### config.mk
export PLATFORM = sky130hd
export DESIGN_NAME = sprite_line_renderer_flat
export DESIGN_NICKNAME = d
export VERILOG_FILES = /design/src/rtl/sprite_line_renderer_pkg.sv /design/src/rtl/sprite_line_renderer_if.sv /design/src/rtl/sprite_line_renderer_attr_table.sv /design/src/rtl/sprite_line_renderer.sv /design/src/flat_wrapper.sv
export SDC_FILE = /design/constraint.sdc
export NUM_CORES = 1
export LEC_CHECK = 0
export ABC_AREA = 1
export BUFFER_PORTS_ARGS = -buffer_cell sky130_fd_sc_hd__buf_2
export CAP_MARGIN = 30
export CORE_MARGIN = 3
export CORE_UTILIZATION = 55
export DETAILED_ROUTE_END_ITERATION = 6
export MAX_ROUTING_LAYER = met4
export PLACE_DENSITY_LB_ADDON = 0.05
export SLEW_MARGIN = 30
export SYNTH_ARGS = -nofsm -noshare
export SYNTH_HDL_FRONTEND = slang
export SYNTH_SLANG_ARGS = --single-unit
### constraint.sdc
create_clock -name i_Clk -period 11 [get_ports i_Clk]
set_input_delay 1.1 -clock i_Clk [delete_from_list [all_inputs] [get_ports i_Clk]]
set_output_delay 1.1 -clock i_Clk [all_outputs]
set_load 0.1 [all_outputs]
### src/rtl/sprite_line_renderer_pkg.sv
// Shared widths, state encodings and the attribute record for the scanline sprite renderer.
package sprite_line_renderer_pkg;

  localparam int ATTR_X_W    = 10;
  localparam int ATTR_Y_W    = 10;
  localparam int ATTR_NUM_W  = 6;
  localparam int ATTR_W      = ATTR_X_W + ATTR_Y_W + ATTR_NUM_W + 1;
  localparam int LB_BANK_SIZE = 256;

  localparam logic [2:0] ST_IDLE  = 3'd0;
  localparam logic [2:0] ST_CLEAR = 3'd1;
  localparam logic [2:0] ST_SCAN  = 3'd2;
  localparam logic [2:0] ST_FETCH = 3'd3;
  localparam logic [2:0] ST_DONE  = 3'd4;

  typedef struct packed {
    logic [ATTR_X_W-1:0]   x;
    logic [ATTR_Y_W-1:0]   y;
    logic [ATTR_NUM_W-1:0] num;
    logic                  en;
  } attr_t;

  // Line-buffer x for a sprite column: half-resolution X plus column, kept 10 bits for clipping.
  function automatic logic [9:0] line_x(input logic [8:0] x_half, input logic [2:0] col);
    return {1'b0, x_half} + {7'b0, col};
  endfunction

endpackage

### src/rtl/sprite_line_renderer_if.sv
// Attribute, sprite ROM and line RAM signals of the sprite renderer; slave is the renderer side.
interface sprite_line_renderer_if #(parameter int NUM_SPRITES = 8);
  import sprite_line_renderer_pkg::*;

  localparam int SEL_W = $clog2(NUM_SPRITES);

  logic                  i_Line_Start;
  logic [9:0]            i_Next_Row;
  logic                  i_Attr_Wr;
  logic [SEL_W-1:0]      i_Attr_Sel;
  logic [ATTR_X_W-1:0]   i_Attr_X;
  logic [ATTR_Y_W-1:0]   i_Attr_Y;
  logic [ATTR_NUM_W-1:0] i_Attr_Num;
  logic                  i_Attr_En;
  logic [5:0]            o_Rom_Sprite;
  logic [2:0]            o_Rom_Row;
  logic [2:0]            o_Rom_Col;
  logic [1:0]            i_Rom_Pixel;
  logic                  o_Lr_Write;
  logic [10:0]           o_Lr_Addr;
  logic [1:0]            o_Lr_Data;
  logic                  o_Busy;
  logic                  o_Overrun;

  modport slave (
    input  i_Line_Start, i_Next_Row, i_Attr_Wr, i_Attr_Sel, i_Attr_X, i_Attr_Y,
           i_Attr_Num, i_Attr_En, i_Rom_Pixel,
    output o_Rom_Sprite, o_Rom_Row, o_Rom_Col, o_Lr_Write, o_Lr_Addr, o_Lr_Data,
           o_Busy, o_Overrun
  );

  modport master (
    output i_Line_Start, i_Next_Row, i_Attr_Wr, i_Attr_Sel, i_Attr_X, i_Attr_Y,
           i_Attr_Num, i_Attr_En, i_Rom_Pixel,
    input  o_Rom_Sprite, o_Rom_Row, o_Rom_Col, o_Lr_Write, o_Lr_Addr, o_Lr_Data,
           o_Busy, o_Overrun
  );

endinterface

### src/rtl/sprite_line_renderer_attr_table.sv
// Sprite attribute register file: one synchronous write port, one combinational read port.
module sprite_attr_table
  import sprite_line_renderer_pkg::*;
#(
  parameter  int NUM_SPRITES = 8,
  localparam int SEL_W       = $clog2(NUM_SPRITES)
) (
  input  logic             i_Clk,
  input  logic             reset,
  input  logic             wr_en,
  input  logic [SEL_W-1:0] wr_sel,
  input  attr_t            wr_data,
  input  logic [SEL_W-1:0] rd_sel,
  output attr_t            rd_data
);

  attr_t table_q [NUM_SPRITES];

  always_ff @(posedge i_Clk or posedge reset) begin
    if (reset) begin
      for (int i = 0; i < NUM_SPRITES; i++) table_q[i] <= '0;
    end else if (wr_en) begin
      table_q[wr_sel] <= wr_data;
    end
  end

  assign rd_data = table_q[rd_sel];

endmodule

### src/rtl/sprite_line_renderer.sv
// Scanline sprite renderer: clears the next row's line-RAM bank, then draws every sprite hitting it.
//
// state | meaning
// IDLE  | waiting for a line start
// CLEAR | writing 0 over the 256 entries of the target bank
// SCAN  | testing attribute entry idx against the row
// FETCH | issuing 8 ROM columns plus one drain cycle
// DONE  | one cycle of wrap-up before IDLE
module sprite_line_renderer
  import sprite_line_renderer_pkg::*;
#(
  parameter int NUM_SPRITES = 8
) (
  input  logic                   i_Clk,
  input  logic                   reset,
  sprite_line_renderer_if.slave  bus
);

  localparam int               SEL_W    = $clog2(NUM_SPRITES);
  localparam logic [SEL_W-1:0] IDX_LAST = SEL_W'(NUM_SPRITES - 1);

  logic [2:0]       state;
  logic [9:0]       row;
  logic             bank;
  logic [7:0]       clr_addr;
  logic [SEL_W-1:0] idx;
  logic [3:0]       fcnt;
  logic [5:0]       cur_num;
  logic [2:0]       cur_row;
  logic [8:0]       cur_xh;
  logic             pend;
  logic [9:0]       pend_hx;
  logic             lr_write;
  logic [10:0]      lr_addr;
  logic [1:0]       lr_data;
  logic             overrun;

  attr_t      entry;
  attr_t      wr_data;
  logic [9:0] dy;
  logic       hit;
  logic       busy;
  logic       pix_wr;
  logic       unused_bits;

  assign wr_data = {bus.i_Attr_X, bus.i_Attr_Y, bus.i_Attr_Num, bus.i_Attr_En};

  sprite_attr_table #(.NUM_SPRITES(NUM_SPRITES)) u_attr (
    .i_Clk   (i_Clk),
    .reset   (reset),
    .wr_en   (bus.i_Attr_Wr),
    .wr_sel  (bus.i_Attr_Sel),
    .wr_data (wr_data),
    .rd_sel  (idx),
    .rd_data (entry)
  );

  assign dy     = row - entry.y;
  assign hit    = entry.en && (dy < 10'd16);
  assign busy   = (state != ST_IDLE) || pend;
  assign pix_wr = pend && (bus.i_Rom_Pixel != 2'b00) && (pend_hx < 10'(LB_BANK_SIZE));

  // X[0] is dropped by the 2-pixel horizontal quantisation; dy[0] by the 2-row ROM rows.
  assign unused_bits = entry.x[0] ^ dy[0];

  always_ff @(posedge i_Clk or posedge reset) begin
    if (reset) begin
      state    <= ST_IDLE;
      row      <= '0;
      bank     <= 1'b0;
      clr_addr <= '0;
      idx      <= '0;
      fcnt     <= '0;
      cur_num  <= '0;
      cur_row  <= '0;
      cur_xh   <= '0;
      pend     <= 1'b0;
      pend_hx  <= '0;
      lr_write <= 1'b0;
      lr_addr  <= '0;
      lr_data  <= '0;
      overrun  <= 1'b0;
    end else begin
      overrun  <= 1'b0;
      lr_write <= 1'b0;
      if (bus.i_Line_Start) begin
        // A restart drops the in-flight pixel and issues the first clear write straight away.
        overrun  <= busy;
        row      <= bus.i_Next_Row;
        bank     <= bus.i_Next_Row[1];
        state    <= ST_CLEAR;
        clr_addr <= '0;
        pend     <= 1'b0;
        lr_write <= 1'b1;
        lr_addr  <= {2'b00, bus.i_Next_Row[1], 8'd0};
        lr_data  <= 2'b00;
      end else begin
        pend <= 1'b0;
        if (pix_wr) begin
          lr_write <= 1'b1;
          lr_addr  <= {2'b00, bank, pend_hx[7:0]};
          lr_data  <= bus.i_Rom_Pixel;
        end
        case (state)
          ST_CLEAR: begin
            if (clr_addr == 8'(LB_BANK_SIZE - 1)) begin
              state <= ST_SCAN;
              idx   <= IDX_LAST;
            end else begin
              clr_addr <= clr_addr + 8'd1;
              lr_write <= 1'b1;
              lr_addr  <= {2'b00, bank, clr_addr + 8'd1};
              lr_data  <= 2'b00;
            end
          end
          ST_SCAN: begin
            if (hit) begin
              state   <= ST_FETCH;
              fcnt    <= '0;
              cur_num <= entry.num;
              cur_row <= dy[3:1];
              cur_xh  <= entry.x[9:1];
            end else if (idx == '0) begin
              state <= ST_DONE;
            end else begin
              idx <= idx - 1'b1;
            end
          end
          ST_FETCH: begin
            if (fcnt != 4'd8) begin
              pend    <= 1'b1;
              pend_hx <= line_x(cur_xh, fcnt[2:0]);
              fcnt    <= fcnt + 4'd1;
            end else if (idx == '0) begin
              state <= ST_DONE;
            end else begin
              idx   <= idx - 1'b1;
              state <= ST_SCAN;
            end
          end
          ST_DONE:  state <= ST_IDLE;
          default:  state <= ST_IDLE;
        endcase
      end
    end
  end

  assign bus.o_Rom_Sprite = cur_num;
  assign bus.o_Rom_Row    = cur_row;
  assign bus.o_Rom_Col    = fcnt[2:0];
  assign bus.o_Lr_Write   = lr_write;
  assign bus.o_Lr_Addr    = lr_addr;
  assign bus.o_Lr_Data    = lr_data;
  assign bus.o_Busy       = busy;
  assign bus.o_Overrun    = overrun;

endmodule

### src/flat_wrapper.sv
// flat-port wrapper written by rule: the top's interface ports become plain ports
module sprite_line_renderer_flat import sprite_line_renderer_pkg::*;
#(
  parameter int NUM_SPRITES = 8
)
  (i_Clk, reset, bus_i_Line_Start, bus_i_Next_Row, bus_i_Attr_Wr, bus_i_Attr_Sel, bus_i_Attr_X, bus_i_Attr_Y, bus_i_Attr_Num, bus_i_Attr_En, bus_i_Rom_Pixel, bus_o_Rom_Sprite, bus_o_Rom_Row, bus_o_Rom_Col, bus_o_Lr_Write, bus_o_Lr_Addr, bus_o_Lr_Data, bus_o_Busy, bus_o_Overrun);
  sprite_line_renderer_if #(.NUM_SPRITES(NUM_SPRITES)) bus_i ();
  input  logic i_Clk;
  input  logic reset;
  input wire logic [$bits(bus_i.i_Line_Start)-1:0] bus_i_Line_Start;
  input wire logic [$bits(bus_i.i_Next_Row)-1:0] bus_i_Next_Row;
  input wire logic [$bits(bus_i.i_Attr_Wr)-1:0] bus_i_Attr_Wr;
  input wire logic [$bits(bus_i.i_Attr_Sel)-1:0] bus_i_Attr_Sel;
  input wire logic [$bits(bus_i.i_Attr_X)-1:0] bus_i_Attr_X;
  input wire logic [$bits(bus_i.i_Attr_Y)-1:0] bus_i_Attr_Y;
  input wire logic [$bits(bus_i.i_Attr_Num)-1:0] bus_i_Attr_Num;
  input wire logic [$bits(bus_i.i_Attr_En)-1:0] bus_i_Attr_En;
  input wire logic [$bits(bus_i.i_Rom_Pixel)-1:0] bus_i_Rom_Pixel;
  output wire logic [$bits(bus_i.o_Rom_Sprite)-1:0] bus_o_Rom_Sprite;
  output wire logic [$bits(bus_i.o_Rom_Row)-1:0] bus_o_Rom_Row;
  output wire logic [$bits(bus_i.o_Rom_Col)-1:0] bus_o_Rom_Col;
  output wire logic [$bits(bus_i.o_Lr_Write)-1:0] bus_o_Lr_Write;
  output wire logic [$bits(bus_i.o_Lr_Addr)-1:0] bus_o_Lr_Addr;
  output wire logic [$bits(bus_i.o_Lr_Data)-1:0] bus_o_Lr_Data;
  output wire logic [$bits(bus_i.o_Busy)-1:0] bus_o_Busy;
  output wire logic [$bits(bus_i.o_Overrun)-1:0] bus_o_Overrun;
  assign bus_i.i_Line_Start = bus_i_Line_Start;
  assign bus_i.i_Next_Row = bus_i_Next_Row;
  assign bus_i.i_Attr_Wr = bus_i_Attr_Wr;
  assign bus_i.i_Attr_Sel = bus_i_Attr_Sel;
  assign bus_i.i_Attr_X = bus_i_Attr_X;
  assign bus_i.i_Attr_Y = bus_i_Attr_Y;
  assign bus_i.i_Attr_Num = bus_i_Attr_Num;
  assign bus_i.i_Attr_En = bus_i_Attr_En;
  assign bus_i.i_Rom_Pixel = bus_i_Rom_Pixel;
  assign bus_o_Rom_Sprite = bus_i.o_Rom_Sprite;
  assign bus_o_Rom_Row = bus_i.o_Rom_Row;
  assign bus_o_Rom_Col = bus_i.o_Rom_Col;
  assign bus_o_Lr_Write = bus_i.o_Lr_Write;
  assign bus_o_Lr_Addr = bus_i.o_Lr_Addr;
  assign bus_o_Lr_Data = bus_i.o_Lr_Data;
  assign bus_o_Busy = bus_i.o_Busy;
  assign bus_o_Overrun = bus_i.o_Overrun;
  sprite_line_renderer #(.NUM_SPRITES(NUM_SPRITES)) u_core (.i_Clk(i_Clk), .reset(reset), .bus(bus_i));
endmodule
==> reports/results.txt <==
run status -> finished clean
clock network fraction of design power -> 26.7%
EDFF count, synth -> 0
Switch Pwr -> 1.498 mW
fin crit share -> 42.75%
Synth Warn # -> 0
Final #Nets -> 1587
grt ovf -> 0
CP Data Required Time -> 11.41 ns
DP Wirelength -> 17.23 mm
Synth cell types -> 41
Register Area -> 7008 µm²
initial antenna violation count -> 0
Root Buffer -> clkbuf_16
VDD IR max -> 0.1705 mV
Hold Worst Slack -> 0.4775 ns
P_leak -> 6.808 nW
Die ar. -> 25300 µm²
first-pass GRT wire length -> 51.23 mm
CTS tree -> yes
Synth area leader -> dfrtp_1
Internal -> 2.234 mW
syn_area_per_cell -> 8.591 µm²
clock sink count -> 280
FF+latch count, synth -> 280
Mapped Cells -> 1500
clock transition at the registers of the reported paths -> 0.06 ns
CP Class -> flop to flop
fin crit period -> 4.703 ns
unrepaired setup endpoints after global routing -> false
P per Cell Area -> 259.8 nW/µm²
Setup-failing EPs final -> 0
core area -> 22850 µm²
Post-synth top cells -> 340 x o21ai_0, 325 x nand2_1, 280 x dfrtp_1
CP Capture Type -> flop
setup bufs post-CTS -> 0
htree depth -> 1
vias in the first global route -> 9913
Max-Cap Viols -> 0
share of cells above drive strength 1 -> 11.77%
Routed Antenna Nets -> 0
top_reg_cell synth -> dfrtp_1
post-synthesis instance area -> 12890 µm²
FILL cells -> 2002
Vias/cell -> 5.507
CTS max path bufs -> 3
Area after DPL -> 13340 µm²
number of gates resized after CTS -> 0
critical-path maximum fanout -> 106
HP Class -> flop to flop
Max Fclk -> 0.2126 GHz
Initial Util -> 56.40%
Worst Path Arrival -> 5.11 ns
DIE HEIGHT -> 159.1 µm
final wirelength -> 30.52 mm
Seq pwr share -> 36.4%
n_diodes -> 0
asr flop ratio synth -> 100.0%
CTS Hold Buffers Added -> 0
Pre-antenna DRT Iters -> 5
area grow syn2layout -> 11.50%
setup TNS -> 0 ns
first-iteration detailed-routing DRC count -> 952
synth top area cells -> dfrtp_1 54%, o21ai_0 13%, nand2_1 9.5%
drt wl/cell -> 16.42 µm
Multi-input gate area -> 5116 µm²
Sw Share -> 40.14%
Total GRT Usage -> 25.12%
sequential fraction of the synthesis area -> 54.37%
Die Wd -> 159.1 µm
GPL Wtd Cong -> 0.8344
actual slew at the worst max-slew pin -> 0.8416 ns
final hold vios -> 0
CTS Buf Count -> 30
Yosys top cell area share -> 54.37%
I/O Pins -> 74
critical path launch point type -> flop
Synthesized Nets -> 1564
port buffer count -> 72
clk_lat worst skew -> 0.55 ns
largest net degree at the start of global routing -> 174
Comb pwr share -> 37.0%
total power -> 3.733 mW
row cnt -> 55
max_slew headroom -> 43.30%
Worst Skew -> 0.01284 ns
vias after detailed routing -> 10237
# DRC -> 0
Design Area, Final -> 14370 µm²
top-count cell post-synth -> o21ai_0
Final Max Slew Viols -> 0
[layout by cell type, fill, tap and decap left out, types with 2 or more instances in the layout]
cell type	n
o21a_1	2
buf_4	9
nand3_1	32
nor2_1	147
o21ai_1	6
o211ai_2	2
nand2_4	2
o21ai_2	19
ha_1	16
nor3_1	4
o221ai_1	23
a21oi_1	34
nand2_2	15
clkbuf_1	9
o21ai_0	340
nand3_2	3
or2_2	3
mux2i_1	10
fa_1	2
clkbuf_8	11
clkinv_2	3
nand2_1	323
dfrtp_1	279
clkbuf_16	30
buf_2	72
xor2_1	8
o22ai_1	26
xnor2_1	2
inv_1	93
[cell families after synthesis]
| family | share of synthesized area [%] |
|---|---|
| compound gates | 19.48 |
| xor+xnor | 0.6797 |
| fa+ha+maj | 1.864 |
| buf+inv | 6.117 |
| flops | 54.37 |
| mux | 0.7768 |
| simple gates | 16.71 |
[state kept, by name, summed over array words and instances, names as in the netlist, 4 cells and up]
signal and cells:
u_core.pend_hx 10, u_core.clr_addr 8, u_core.bus.o_Lr_Addr 11, u_core.bus.o_Rom_Sprite 6
u_core.u_attr.table_q 208, u_core.row 10, u_core.cur_xh 9, u_core.fcnt 4
[area by class of cell]
type	instances	share of cell area [%]
Sequential cell	280	48.78
Multi-Input combinational cell	1031	35.61
Clock buffer	50	6.514
Timing Repair Buffer	83	3.309
Tap cell	313	2.726
Inverter	97	2.639
Clock inverter	5	0.4267
[worst paths after layout]
path,from,endpoint,slack [ns],cells past startpoint
min in group asynchronous,reset,u_core.row[5]$_DFFE_PP0P_,0.65,2
max reg2reg,u_core.idx[0]$_DFFE_PP0P_,u_core.cur_xh[6]$_DFFE_PP0P_,6.30,17
min,u_core.u_attr.table_q[163]$_DFFE_PP0P_,u_core.u_attr.table_q[163]$_DFFE_PP0P_,0.48,2
max,u_core.idx[0]$_DFFE_PP0P_,u_core.cur_xh[6]$_DFFE_PP0P_,6.30,17
min reg2reg,u_core.u_attr.table_q[163]$_DFFE_PP0P_,u_core.u_attr.table_q[163]$_DFFE_PP0P_,0.48,2
max in group asynchronous,reset,u_core.u_attr.table_q[50]$_DFFE_PP0P_,8.96,4
[worst max-delay path, cell delays in order (launching register included)]
cell     delay, ns
dfrtp_2       0.82
inv_6         0.42
o21ai_0       0.30
o22ai_1       0.09
o21ai_0       0.49
ha_1          0.39
a21oi_1       0.16
nand2_1       0.13
nand2_1       0.08
nand2_1       0.06
xor2_1        0.17
nand2_1       0.08
nor2_2        0.09
nand3_2       0.11
nor2_4        0.14
nand4_4       0.58
nand2_1       0.27
o21ai_2       0.07
[power by group through the flow]
stage          Sequential [mW]  Combinational [mW]  Clock [mW]
5_1_grt                   1.38                1.55        1.06
3_3_place_gp              1.37                1.35           0
4_1_cts                   1.35                1.38        1.02
3_5_place_dp              1.37                1.37           0
2_1_floorplan             1.42               0.982           0
6_report                  1.36                1.38       0.995
[stage by stage]
| step | util (%) | cells | setup slack, ns |
|---|---|---|---|
| global placement | 58.35 | 1803 | 6.319 |
| floorplan | - | 1500 | 2.178 |
| finish | 62.89 | 1859 | 6.297 |
| global route | 62.89 | 1859 | 5.811 |
| detailed placement | 58.40 | 1803 | 6.354 |
| CTS | 62.77 | 1858 | 6.331 |
[layer usage]
metal	GRT usage, %	vias up	part of all wire, %	wire length, µm
met4	4.895	0	1.3	382
met5	-	-	0	0
met3	3.512	34	6.3	1937
met2	39.50	276	46	13950
met1	35.59	4897	47	14260
li1	-	5030	-	-
(Power assumes the default switching activity.)
